`config.mk`:
```
export PLATFORM = sky130hd
export DESIGN_NAME = corelet_seq
export DESIGN_NICKNAME = d
export VERILOG_FILES = /design/src/rtl/corelet_seq.sv
export SDC_FILE = /design/constraint.sdc
export NUM_CORES = 1
export LEC_CHECK = 0
export ABC_AREA = 1
export BUFFER_PORTS_ARGS = -buffer_cell sky130_fd_sc_hd__buf_4
export CORE_MARGIN = 2
export CORE_UTILIZATION = 40
export DETAILED_ROUTE_END_ITERATION = 10
export PLACE_DENSITY = 0.65
export RECOVER_POWER = 50
export SLEW_MARGIN = 25
export SYNTH_ARGS = -nofsm -noshare
export SYNTH_HDL_FRONTEND = slang
export SYNTH_SLANG_ARGS = --single-unit
```
`constraint.sdc`:
```
create_clock -name clk -period 3.8 [get_ports clk]
set_clock_uncertainty 0.15 [all_clocks]
set_input_delay 0.38 -clock clk [delete_from_list [all_inputs] [get_ports clk]]
set_output_delay 0.38 -clock clk [all_outputs]
set_load 0.05 [all_outputs]
```
`src/rtl/corelet_seq.sv`:
```
// Sequencer for the systolic-array corelet: weight load, activation execute and psum drain per kernel position.
// Optional CORELET_SEQ_PERF_EN adds a saturating L0 back-pressure stall counter (stall_cycles).
module corelet_seq #(
  parameter int ROW     = 8,
  parameter int COL     = 8,
  parameter int KIJ     = 9,
  parameter int NACT    = 36,
  parameter int ADDR_W  = 7,
  parameter int OADDR_W = 9,
  parameter int SETTLE  = 16,
  localparam int KIJ_W  = (KIJ > 1) ? $clog2(KIJ) : 1
) (
  input  logic               clk,
  input  logic               reset,
  input  logic               seq_begin,
  input  logic               seq_abort,
  output logic               seq_busy,
  output logic               seq_done,
  output logic               w_cen,
  output logic [ADDR_W-1:0]  w_addr,
  output logic               act_cen,
  output logic [ADDR_W-1:0]  act_addr,
  output logic               aw_sel,
  output logic               l0_wr,
  output logic               l0_rd,
  input  logic               l0_full,
  output logic [1:0]         inst_w,
  output logic               array_flush,
  input  logic               ofifo_valid,
  output logic               ofifo_rd,
  output logic               op_cen,
  output logic               op_wen,
  output logic [OADDR_W-1:0] op_addr,
  output logic               acc_en,
`ifdef CORELET_SEQ_PERF_EN
  output logic [15:0]        stall_cycles,
`endif
  output logic [KIJ_W-1:0]   kij_idx
);

  // Settle must cover the array's row+column propagation.
  localparam int SETTLE_EFF = (SETTLE > ROW + COL) ? SETTLE : ROW + COL;
  localparam int CMAX  = (ROW > NACT) ? ((ROW > SETTLE_EFF) ? ROW : SETTLE_EFF)
                                      : ((NACT > SETTLE_EFF) ? NACT : SETTLE_EFF);
  localparam int CNT_W = $clog2(CMAX + 1);
  localparam int OC_W  = $clog2(NACT + 1);

  localparam logic [CNT_W-1:0] ROW_C       = CNT_W'(ROW);
  localparam logic [CNT_W-1:0] ROW_LAST    = CNT_W'(ROW - 1);
  localparam logic [CNT_W-1:0] NACT_C      = CNT_W'(NACT);
  localparam logic [CNT_W-1:0] NACT_LAST   = CNT_W'(NACT - 1);
  localparam logic [CNT_W-1:0] SETTLE_LAST = CNT_W'(SETTLE_EFF - 1);
  localparam logic [OC_W-1:0]  NACT_O      = OC_W'(NACT);
  localparam logic [KIJ_W-1:0] KIJ_LAST    = KIJ_W'(KIJ - 1);

  typedef enum logic [3:0] {
    IDLE, W_LOAD, W_PUSH, W_SETTLE, A_LOAD, A_PUSH, DRAIN, FLUSH, DONE
  } state_t;

  state_t             state, state_n;
  logic [CNT_W-1:0]   cnt, cnt_n;
  logic [OC_W-1:0]    o_cnt, o_cnt_n;
  logic [KIJ_W-1:0]   kij, kij_n;
  logic               aborting, aborting_n;
  logic               abort_now, stall;

  logic               w_cen_n, act_cen_n, aw_sel_n, l0_wr_n, l0_rd_n;
  logic               ofifo_rd_n, op_cen_n, op_wen_n;
  logic [ADDR_W-1:0]  w_addr_n, act_addr_n;
  logic [OADDR_W-1:0] op_addr_n;
  logic [1:0]         inst_w_n;

  assign kij_idx = kij;

  always_comb begin
    state_n    = state;
    cnt_n      = cnt;
    o_cnt_n    = o_cnt;
    kij_n      = kij;
    aborting_n = aborting;
    stall      = 1'b0;
    w_cen_n    = 1'b1;
    act_cen_n  = 1'b1;
    w_addr_n   = w_addr;
    act_addr_n = act_addr;
    aw_sel_n   = aw_sel;
    l0_wr_n    = ~w_cen | ~act_cen;
    l0_rd_n    = 1'b0;
    inst_w_n   = 2'b00;
    ofifo_rd_n = 1'b0;
    op_cen_n   = 1'b1;
    op_wen_n   = 1'b1;
    op_addr_n  = op_addr;
    abort_now  = seq_abort && (state inside {W_LOAD, W_PUSH, W_SETTLE, A_LOAD, A_PUSH, DRAIN});

    case (state)
      IDLE: if (seq_begin) begin
        state_n    = W_LOAD;
        kij_n      = '0;
        cnt_n      = '0;
        o_cnt_n    = '0;
        aborting_n = 1'b0;
      end
      W_LOAD: begin
        aw_sel_n = 1'b1;
        if (cnt == ROW_C) begin
          state_n = W_PUSH;
          cnt_n   = '0;
        end else if (l0_full) begin
          stall = 1'b1;
        end else begin
          w_cen_n  = 1'b0;
          w_addr_n = ADDR_W'(int'(kij) * ROW + int'(cnt));
          cnt_n    = cnt + 1'b1;
        end
      end
      W_PUSH: begin
        l0_rd_n  = 1'b1;
        inst_w_n = 2'b01;
        if (cnt == ROW_LAST) begin
          state_n = W_SETTLE;
          cnt_n   = '0;
        end else cnt_n = cnt + 1'b1;
      end
      W_SETTLE: begin
        if (cnt == SETTLE_LAST) begin
          state_n = A_LOAD;
          cnt_n   = '0;
        end else cnt_n = cnt + 1'b1;
      end
      A_LOAD: begin
        aw_sel_n = 1'b0;
        if (cnt == NACT_C) begin
          state_n = A_PUSH;
          cnt_n   = '0;
        end else if (l0_full) begin
          stall = 1'b1;
        end else begin
          act_cen_n  = 1'b0;
          act_addr_n = ADDR_W'(cnt);
          cnt_n      = cnt + 1'b1;
        end
      end
      A_PUSH: begin
        l0_rd_n  = 1'b1;
        inst_w_n = 2'b10;
        if (cnt == NACT_LAST) begin
          state_n = DRAIN;
          cnt_n   = '0;
        end else cnt_n = cnt + 1'b1;
      end
      DRAIN: if (o_cnt == NACT_O) state_n = FLUSH;
      FLUSH: begin
        aborting_n = 1'b0;
        if (aborting) state_n = IDLE;
        else if (kij == KIJ_LAST) state_n = DONE;
        else begin
          state_n = W_LOAD;
          kij_n   = kij + 1'b1;
          cnt_n   = '0;
          o_cnt_n = '0;
        end
      end
      DONE: state_n = IDLE;
      default: state_n = IDLE;
    endcase

    // Results can arrive as soon as execution starts, so popping overlaps A_PUSH.
    if ((state inside {A_PUSH, DRAIN}) && ofifo_valid && (o_cnt != NACT_O)) begin
      ofifo_rd_n = 1'b1;
      op_cen_n   = 1'b0;
      op_wen_n   = 1'b0;
      op_addr_n  = OADDR_W'(o_cnt);
      o_cnt_n    = o_cnt + 1'b1;
    end

    if (abort_now) begin
      state_n    = FLUSH;
      aborting_n = 1'b1;
      cnt_n      = cnt;
      o_cnt_n    = o_cnt;
      stall      = 1'b0;
      w_cen_n    = 1'b1;
      act_cen_n  = 1'b1;
      l0_wr_n    = 1'b0;
      l0_rd_n    = 1'b0;
      inst_w_n   = 2'b00;
      ofifo_rd_n = 1'b0;
      op_cen_n   = 1'b1;
      op_wen_n   = 1'b1;
    end
  end

  always_ff @(posedge clk) begin
    if (reset) begin
      state       <= IDLE;
      cnt         <= '0;
      o_cnt       <= '0;
      kij         <= '0;
      aborting    <= 1'b0;
      seq_busy    <= 1'b0;
      seq_done    <= 1'b0;
      w_cen       <= 1'b1;
      act_cen     <= 1'b1;
      op_cen      <= 1'b1;
      op_wen      <= 1'b1;
      aw_sel      <= 1'b1;
      w_addr      <= '0;
      act_addr    <= '0;
      op_addr     <= '0;
      l0_wr       <= 1'b0;
      l0_rd       <= 1'b0;
      ofifo_rd    <= 1'b0;
      array_flush <= 1'b0;
      acc_en      <= 1'b0;
      inst_w      <= 2'b00;
    end else begin
      state       <= state_n;
      cnt         <= cnt_n;
      o_cnt       <= o_cnt_n;
      kij         <= kij_n;
      aborting    <= aborting_n;
      seq_busy    <= (state_n != IDLE);
      seq_done    <= (state_n == DONE);
      w_cen       <= w_cen_n;
      act_cen     <= act_cen_n;
      op_cen      <= op_cen_n;
      op_wen      <= op_wen_n;
      aw_sel      <= aw_sel_n;
      w_addr      <= w_addr_n;
      act_addr    <= act_addr_n;
      op_addr     <= op_addr_n;
      l0_wr       <= l0_wr_n;
      l0_rd       <= l0_rd_n;
      ofifo_rd    <= ofifo_rd_n;
      array_flush <= (state_n == FLUSH);
      acc_en      <= (state_n != IDLE) && (kij_n != '0);
      inst_w      <= inst_w_n;
    end
  end

`ifdef CORELET_SEQ_PERF_EN
  always_ff @(posedge clk) begin
    if (reset) stall_cycles <= '0;
    else if (state == IDLE && seq_begin) stall_cycles <= '0;
    else if (stall && stall_cycles != 16'hFFFF) stall_cycles <= stall_cycles + 16'd1;
  end
`endif

endmodule
```
==> impl_metrics.yaml <==
worst_hold_path:
  min_path_cells: 2
  hp-start: "reset"
  whs_endpoint: "cnt[2]"
  hp-class: "input port to register"
placed_design:
  dp_hpwl_mm: 5.17
  preCtsSetupSlack_ns: 1.75
  io_buffers: 42
  placed_cells: 532
  gp_congestion: 0.941
  placedInstanceArea_um2: 3190
critical_path:
  worstSetupStartpointType: "register"
  r2r_slack_ns: 1.74
  rr_endpoint: "o_cnt[2]"
  crit_type: "register to register"
  crit_family: "simple AND/OR/NAND/NOR gates"
  cp_common_cell: "nand2_2"
  crit_slowest_cell: "dfxtp_1"
  worst-path-max-fanout: 12
  r2r_cells: 9
  end_kind: "register"
  cp_data_required_time_ns: 3.86
  crit_path_max_incr_delay_ns: 0.46
  crit_chain: "inv_1 -> nand2_2 -> nand4_1 -> nor2_2 -> nand2_2 -> nand2_4 -> nand3_1 -> nand2_1 -> nor2_1"
  critPathArrivalTime_ns: 2.12
  crit_buf_inv: 1
  r2r_start: "state[1]"
synthesis:
  synth_fa_ha_area_share_pct: 5.13
  synth_area_per_cell_um2: 6.99
  synth_simple_gate_area_share_pct: 32.2
  yosys-top-cells-area: "dfxtp_1 38%, nand2_1 12%, nor2_1 6.4%"
  synth.distinct_cells: 33
  synth_xor_area_share_pct: 1.55
  seq_area_frac_synth_pct: 37.5
  syn-cell-area_um2: 2830
  synthCells: 405
  synth_compound_area_share_pct: 14.6
  ys_seq_elements: 53
  synthMuxAreaShare_pct: 0
  yosysWarnings: 0
  synth_top_area_cell: "dfxtp_1"
  synth_top_family_by_area: "simple AND/OR/NAND/NOR gates"
  yosysTopAreaCellShare_pct: 37.5
layout:
  syn_to_final_growth_pct: 11.4
  final_util_pct: 46.1
  nets: 460
  layout_common_cells: "92 x nand2_1, 53 x dfxtp_1, 50 x nor2_1, 39 x inv_1, 37 x clkbuf_1"
  diodes: 0
  fin_cells: 540
  seqCellArea_um2: 1060
  fin_area_um2: 3150
  multi_input_area_um2: 1510
  drive_gt1_share_pct: 9.68
  final_common_cell: "nand2_1"
  fillers: 771
die:
  start_util_pct: 41.4
  die_h_um: 88.1
  ios: 47
  core_um2: 6830
  fp-row-count: 30
  fp.dieW_um: 88.1
  dieArea_um2: 7760
sta:
  min_period_ns: 2.06
  tns_ns: 0
  slew_headroom_pct: 59.4
  hold_viol: 0
  slew_viol_final: 0
  whs_ns: 0.283
  rsz0062_at_grt: "no"
  fmax_mhz: 487
  setup_viol: 0
  worst_slew_pin_slew_ns: 0.612
  period_share_pct: 54.1
  fin_ws_ns: 1.74
cts:
  postCtsSetupBuffers: 0
  max-clock-path-buffers: 2
  clkTransAtPathRegs_ns: 0.10
  cts.repair.resized: 0
  cts_inserted_buffers: 5
  cts.sinks: 53
  cts_tree: "built"
  root_buffer: "clkbuf_8"
  clk_latency_ns: 0.31
  ctsHtreeMaxLevel: 2
  holdBufCountCts: 0
global_routing:
  grt_pass1_wl_mm: 11.3
  gr-usage-all-layers_pct: 18.7
  grt_max_degree: 24
  antenna_found_initial: 0
  grt_pass1_vias: 2383
  gr-total-overflow: 0
route:
  wl_mm: 6.78
  num_vias: 2610
  drt_first_pass_iters: 4
  drtIter0Drc: 131
  via_per_inst: 4.83
  routedWlPerCell_um: 12.6
  drc: 0
  ant_nets: 0
pwr:
  power_density_nw_per_um2: 671
  power_frac_comb_pct: 47.1
  internal_power_mw: 1.09
  switchingPower_mw: 1.02
  finalPower_mw: 2.11
  irDropWorstVdd_mv: 0.264
  power_frac_clock_pct: 18.4
  p_sw_share_pct: 48.5
  p_leak_nw: 1.35
  p_seq_share_pct: 34.5
flow_run:
  max-cap-violations: 0
run_status:
  status: "finished clean"
==> logic make-up (layout without fill, tap and decap cells) <==
group | count (synthesis) | in the layout
compound gates | 77 | 77
buf+inv | 58 | 94
xor+xnor | 5 | 5
flops | 53 | 53
fa+ha+maj | 11 | 11
other cells | 1 | 4
simple gates | 200 | 200
==> worst max-delay path by stage <==
stage,start,endpoint,slack (ns),cells past startpoint
after detailed placement,state[1],o_cnt[2],1.75,9
after floorplan,kij_idx[1],cnt[5],1.67,11
after CTS,state[1],o_cnt[2],1.73,9
after global placement,state[1],o_cnt[2],1.74,9
after global routing,state[1],w_addr[5],1.49,7
final,state[1],o_cnt[2],1.74,9
==> layout make-up <==
class                           instances  area share (%)
Timing Repair Buffer                   42            5.60
Sequential cell                        53            33.7
Clock buffer                            5            2.18
Multi-Input combinational cell        297            48.0
Tap cell                               96            3.81
Inverter                               44            5.24
Clock inverter                          3            1.47
==> state kept, by name, summed over array words and instances, names as in the netlist <==
signal / flops
aborting: 1
acc_en: 1
act_addr: 6
act_cen: 1
array_flush: 1
aw_sel: 1
cnt: 6
inst_w: 2
kij_idx: 4
l0_rd: 1
l0_wr: 1
o_cnt: 6
ofifo_rd: 1
op_addr: 6
op_wen: 1
seq_busy: 1
seq_done: 1
state: 4
w_addr: 7
w_cen: 1
==> cell usage after synthesis, drive strengths merged <==
| cell | number |
|---|---|
| nand2 | 105 |
| fa | 1 |
| o21ai | 35 |
| nor3 | 3 |
| a31oi | 2 |
| clkbuf | 4 |
| o211ai | 2 |
| and3 | 1 |
| conb | 1 |
| or2 | 1 |
| xnor2 | 1 |
| xor2 | 4 |
| ha | 10 |
| a21boi | 1 |
| nand3 | 30 |
| dfxtp | 53 |
| nor2 | 57 |
| inv | 44 |
| a211oi | 1 |
| nand4 | 3 |
| buf | 10 |
| a21oi | 36 |
==> metal layers <==
metal  wire length (um)  GRT usage, %
met1               3360          26.4
met2               2970          28.7
met3                275          2.92
met5                  0             0
met4                175          7.58
==> worst register-to-register path, delay by kind of cell, from the launching register on <==
family,cells,cell delay [ns]
buffers and inverters,1,0.13
DFF,1,0.46
and+or+nand+nor,8,1.23
==> power groups by stage <==
stage | Clock, mW | Sequential, mW | Combinational (mW)
floorplan | 0 | 0.947 | 0.589
global placement | 0 | 0.747 | 1.04
detailed placement | 0 | 0.747 | 1.05
CTS | 0.398 | 0.735 | 1.05
global route | 0.425 | 0.743 | 1.10
finish | 0.389 | 0.728 | 0.996
Note: power is estimated with default switching activity, not from simulation.
